$ cat src/rtl/pragmatic_term_scheduler.sv
// Pragmatic MAC weight-side term scheduler.
// Breaks each lane weight into sign-magnitude power-of-two terms and emits one
// beat per MAC cycle. A beat has a shared base shift and per-lane offsets from
// that base.
//
// state | meaning
// ------+------------------------------------------------------------
// IDLE  | no vector held; in_ready=1, out_valid=0
// EMIT  | a registered beat is on the outputs; waits for out_ready
module pragmatic_term_scheduler #(
   parameter int DATA_WIDTH   = 8,
   parameter int VEC_LENGTH   = 8,
   parameter int OFFSET_RANGE = 4
) (
   input  logic                                     clk,
   input  logic                                     reset,
   input  logic                                     in_valid,
   output logic                                     in_ready,
   input  logic [DATA_WIDTH*VEC_LENGTH-1:0]         weight,
   output logic                                     out_valid,
   input  logic                                     out_ready,
   output logic                                     out_last,
   output logic [$clog2(OFFSET_RANGE)*VEC_LENGTH-1:0] shift_1st_sel,
   output logic [VEC_LENGTH-1:0]                    shift_1st_en,
   output logic [VEC_LENGTH-1:0]                    is_neg,
   output logic [$clog2(DATA_WIDTH)-1:0]            shift_2nd_sel,
   output logic                                     shift_2nd_en
);

   localparam int OW = $clog2(OFFSET_RANGE);
   localparam int SW = $clog2(DATA_WIDTH);

   typedef enum logic {IDLE, EMIT} state_t;

   state_t state_q, state_d;
   logic   accept, advance, go_idle;

   logic [VEC_LENGTH-1:0][DATA_WIDTH-1:0] w_lane, w_mag;
   logic [VEC_LENGTH-1:0][DATA_WIDTH-1:0] mask_q, src_mask, rem_mask;
   logic [VEC_LENGTH-1:0]                 neg_q, src_neg;
   logic [DATA_WIDTH-1:0]                 any_mask;
   logic [SW-1:0]                         base;
   logic [VEC_LENGTH-1:0][SW-1:0]         low_pos, diff;
   logic [VEC_LENGTH-1:0]                 beat_en, beat_neg;
   logic [VEC_LENGTH-1:0][OW-1:0]         beat_sel;
   logic                                  beat_any, beat_last;

   logic [VEC_LENGTH-1:0][OW-1:0]         sel1_q;
   logic [VEC_LENGTH-1:0]                 en1_q, neg_out_q;
   logic [SW-1:0]                         sel2_q;
   logic                                  en2_q, last_q;

   assign w_lane = weight;

   // Magnitude of each incoming weight; -2^(N-1) maps to the lone MSB.
   always_comb begin
      w_mag = '0;
      for (int j = 0; j < VEC_LENGTH; j++) begin
         w_mag[j] = w_lane[j][DATA_WIDTH-1] ? (~w_lane[j] + DATA_WIDTH'(1)) : w_lane[j];
      end
   end

   // Beat source: fresh weights on acceptance, otherwise the remaining masks.
   always_comb begin
      src_mask = '0;
      src_neg  = '0;
      for (int j = 0; j < VEC_LENGTH; j++) begin
         src_mask[j] = accept ? w_mag[j] : mask_q[j];
         src_neg[j]  = accept ? w_lane[j][DATA_WIDTH-1] : neg_q[j];
      end
   end

   // Shared base = lowest remaining bit across all lanes.
   always_comb begin
      any_mask = '0;
      base     = '0;
      for (int j = 0; j < VEC_LENGTH; j++) begin
         any_mask = any_mask | src_mask[j];
      end
      for (int i = DATA_WIDTH-1; i >= 0; i--) begin
         if (any_mask[i]) base = SW'(i);
      end
      beat_any = |any_mask;
   end

   // Per-lane term: lowest remaining bit, emitted only if within offset reach.
   always_comb begin
      low_pos  = '0;
      diff     = '0;
      beat_en  = '0;
      beat_neg = '0;
      beat_sel = '0;
      rem_mask = '0;
      for (int j = 0; j < VEC_LENGTH; j++) begin
         for (int i = DATA_WIDTH-1; i >= 0; i--) begin
            if (src_mask[j][i]) low_pos[j] = SW'(i);
         end
         diff[j]     = low_pos[j] - base;
         beat_en[j]  = (|src_mask[j]) && (diff[j] < SW'(OFFSET_RANGE));
         beat_sel[j] = beat_en[j] ? diff[j][OW-1:0] : '0;
         beat_neg[j] = beat_en[j] & src_neg[j];
         rem_mask[j] = beat_en[j] ? (src_mask[j] & ~(DATA_WIDTH'(1) << low_pos[j]))
                                  : src_mask[j];
      end
      beat_last = (rem_mask == '0);
   end

   // State register.
   always_ff @(posedge clk) begin
      if (reset) state_q <= IDLE;
      else       state_q <= state_d;
   end

   // Next state and handshake decode; a new vector may land on the last beat.
   always_comb begin
      state_d  = state_q;
      in_ready = 1'b0;
      accept   = 1'b0;
      advance  = 1'b0;
      go_idle  = 1'b0;
      case (state_q)
         IDLE: begin
            in_ready = 1'b1;
            if (in_valid) begin
               accept  = 1'b1;
               state_d = EMIT;
            end
         end
         EMIT: begin
            if (out_ready) begin
               if (last_q) begin
                  in_ready = 1'b1;
                  if (in_valid) begin
                     accept = 1'b1;
                  end else begin
                     go_idle = 1'b1;
                     state_d = IDLE;
                  end
               end else begin
                  advance = 1'b1;
               end
            end
         end
         default: state_d = IDLE;
      endcase
   end

   // Beat register and remaining masks; masks only move when a beat is loaded.
   always_ff @(posedge clk) begin
      if (reset) begin
         mask_q    <= '0;
         neg_q     <= '0;
         sel1_q    <= '0;
         en1_q     <= '0;
         neg_out_q <= '0;
         sel2_q    <= '0;
         en2_q     <= 1'b0;
         last_q    <= 1'b0;
      end else if (accept || advance) begin
         mask_q    <= rem_mask;
         neg_q     <= src_neg;
         sel1_q    <= beat_sel;
         en1_q     <= beat_en;
         neg_out_q <= beat_neg;
         sel2_q    <= base;
         en2_q     <= beat_any;
         last_q    <= beat_last;
      end else if (go_idle) begin
         sel1_q    <= '0;
         en1_q     <= '0;
         neg_out_q <= '0;
         sel2_q    <= '0;
         en2_q     <= 1'b0;
         last_q    <= 1'b0;
      end
   end

   assign out_valid     = (state_q == EMIT);
   assign out_last      = last_q;
   assign shift_1st_sel = sel1_q;
   assign shift_1st_en  = en1_q;
   assign is_neg        = neg_out_q;
   assign shift_2nd_sel = sel2_q;
   assign shift_2nd_en  = en2_q;

endmodule
$ cat config.mk
export PLATFORM = sky130hd
export DESIGN_NAME = pragmatic_term_scheduler
export DESIGN_NICKNAME = d
export VERILOG_FILES = /design/src/rtl/pragmatic_term_scheduler.sv
export SDC_FILE = /design/constraint.sdc
export NUM_CORES = 1
export LEC_CHECK = 0
export CAP_MARGIN = 10
export CORE_MARGIN = 10
export CORE_UTILIZATION = 50
export CTS_CLUSTER_DIAMETER = 120
export DETAILED_ROUTE_END_ITERATION = 12
export PLACE_DENSITY = 0.73
export SYNTH_ARGS = -nofsm -noshare
export SYNTH_HDL_FRONTEND = slang
export SYNTH_SLANG_ARGS = --single-unit
$ cat constraint.sdc
create_clock -name clk -period 19.85 [get_ports clk]
set_input_delay 3.97 -clock clk [delete_from_list [all_inputs] [get_ports clk]]
set_output_delay 3.97 -clock clk [all_outputs]
set_load 0.1 [all_outputs]
==> results.cfg <==
[routing]
postRouteAntennaNets = 0
drt_pass1_iterations = 6
drt_iter0_markers = 1014
wl_per_cell_um = 23.51
routed_wl_mm = 34.96
vias = 9769
drc_errors = 0
vias_per_cell = 6.570

[floorplan]
initial_core_util_pct = 50.81
dieArea_mm2 = 0.02321
fp-row-count = 48
die_x_um = 152.4
io_pins = 107
core_mm2 = 0.01724
die_h_um = 152.4

[clocking]
clock_sinks = 110
clockBufferDepth = 2
cts_resized = 0
cts_setup_buffers = 0
cts-buffers-inserted = 9
clk_latency_ns = 0.37
path_clk_slew_ns = 0.08
cts-root-buf = clkbuf_16
cts_tree = yes
h-tree-depth = 3
holdBufCountCts = 0

[pwr]
power_leakage_nw = 3.719
ir_drop_v = 0.00006141
power_density_mw_per_mm2 = 81.55

[layout]
area_delta_synth_final_pct = 16.63
diodes = 0
mostFrequentLayoutCells = nand2_1 (178), dfxtp_1 (110), clkdlybuf4s50_1 (105)
nets = 1350
nFillCells = 1683
finish.instance_area_mm2 = 0.01021
multi_input_area_mm2 = 0.006140
finalNonFillerCells = 1487
drive_above_1_share_pct = 6.022
mostFrequentLayoutCell = nand2_1
ff_latch_area_mm2 = 0.002202

[timing]
maxSlewViolCount = 0
period_minus_slack_ns = 11.05
fmax_mhz = 90.47
finClkSkew_ns = 0.01284
max-slew-margin-rel_pct = 31.86
fin_setup_tns_ns = 0
finalHoldViolations = 0
setup_ws_ns = 8.797
whs_ns = 0.4417
worstMarginPinSlew_ns = 1.019
rsz0062_at_grt = false
setup_violations = 0
period_share_pct = 55.68

[place]
place_ws_ns = 8.612
dp_cells = 1472
gp_congestion = 1.070
io_buffers = 106
placed_cell_area_mm2 = 0.009933
dp_hpwl_mm = 26.88

[synth]
synth_fp_nets = 1289
synth.top_cell.area_share_pct = 25.14
yosys_warnings = 0
netlist_instances = 1197
ys_async_sr_fraction_pct = 0
yosysSeqAreaShare_pct = 25.14
ys_seq_elements = 110
yosysTopAreaCell = dfxtp_1
ys_top_cells_by_area = dfxtp_1 (25%), nand2_1 (7.6%), a21oi_1 (5.5%)
syn_area_mm2 = 0.008758
syn_area_per_cell_um2 = 7.317
synth_cell_type_count = 91
synth_edf_count = 0
ys.flop_type = dfxtp_1

[grt]
grt_pass1_vias = 8980
grt_pass1_wl_mm = 53.65
grt_use_total_pct = 28.61
overflow = 0
grt_max_degree = 52
antenna_found_initial = 0

[worst_setup_path]
critPathKind = input port to flip-flop
cpMostUsedCell = or4_1
start_kind = input port
slowest_stage = a21boi_4
crit_path_max_fanout = 51
worstPathArrival_ns = 11.34
cp.required_ns = 20.14
cp_cell_sequence = clkdlybuf4s50_1 -> a21boi_4 -> inv_4 -> nand2_4 -> buf_4 -> o21ai_0 -> or3_1 -> nor2_1 -> nand2_1 -> a21oi_1 -> a211oi_1 -> o31ai_1 -> and3_1 -> ha_1 -> fa_1 -> xnor2_1 -> o41a_1 -> or4_1 -> or4_1 -> o31ai_2
crit_path_max_incr_delay_ns = 0.64
end_kind = flip-flop

[job]
maxCapViolations = 0

[run_status]
status = finished, final reports clean

[worst_hold_path]
hp-class = flip-flop to flip-flop
==> cell usage after synthesis, types with 24 or more instances <==
cell	number
a21oi_1	96
clkbuf_1	50
dfxtp_1	110
inv_1	39
mux2i_1	32
nand2_1	178
nand3_1	26
nor2_1	92
nor2b_1	25
nor3_1	30
o211ai_1	25
o21ai_0	80
o31ai_1	25
xnor2_1	24
==> cells by family after synthesis <==
| logic type | count (synthesis) | synth area share [%] |
|---|---|---|
| AO/OA/AOI/OAI | 376 | 28.71 |
| XOR/XNOR | 43 | 4.471 |
| adder cells (fa/ha/maj) | 24 | 4.114 |
| buffers and inverters | 110 | 5.014 |
| flip-flops | 110 | 25.14 |
| multiplexers | 36 | 4.171 |
| AND/OR/NAND/NOR | 498 | 28.37 |
==> layout make-up <==
type | count | area share [%]
clock buffers | 9 | 2.205
repair buffers | 119 | 11.29
inverters | 41 | 1.531
multi-input cells | 977 | 60.11
clock inverters | 6 | 0.5512
well taps | 225 | 2.756
flip-flops and latches | 110 | 21.56
==> where the power goes <==
group          switching (mW)  internal, mW
Clock                  0.0956        0.0872
Combinational           0.280         0.120
Sequential             0.0119         0.239
Total                   0.388         0.445
==> flip-flops by register name (all words and copies together), names as in the netlist <==
register,cells
shift_1st_sel,16
shift_1st_en,8
out_valid,1
shift_2nd_sel,3
is_neg,8
shift_2nd_en,1
mask_q,64
out_last,1
neg_q,8
==> worst max-delay path, delay by kind of cell <==
| kind | cells | cell delay (ns) |
|---|---|---|
| compound gates | 7 | 2.33 |
| simple gates | 7 | 2.71 |
| fa+ha+maj | 2 | 0.72 |
| buf+inv | 3 | 1.41 |
| xor+xnor | 1 | 0.18 |
==> path summary, 6_finish.rpt <==
check	to	slack [ns]	depth (start not counted)	start
setup / recovery	out_last	8.80	20	out_ready
hold / removal	shift_1st_en[0]	0.44	2	shift_1st_en[0]
setup reg to reg	out_last	12.56	19	out_last
hold reg to reg	shift_1st_en[0]	0.44	2	shift_1st_en[0]
==> metrics by stage <==
stage / util [%] / power, mW
after floorplan: - / 0.5170
after global placement: 57.63 / 0.6448
after detailed placement: 57.63 / 0.6438
after CTS: 59.26 / 0.8231
after global routing: 59.26 / 0.8652
final: 59.26 / 0.8330
==> metal layers <==
layer / track usage (%) / up-vias / routed length, um
met5: 0 / - / 0
li1: - / 4502 / -
met1: 39.09 / 4591 / 15170
met4: 11.78 / 0 / 1411
met3: 6.068 / 103 / 3424
met2: 42.58 / 573 / 14950
No activity file was read; power rests on OpenSTA's default activity.
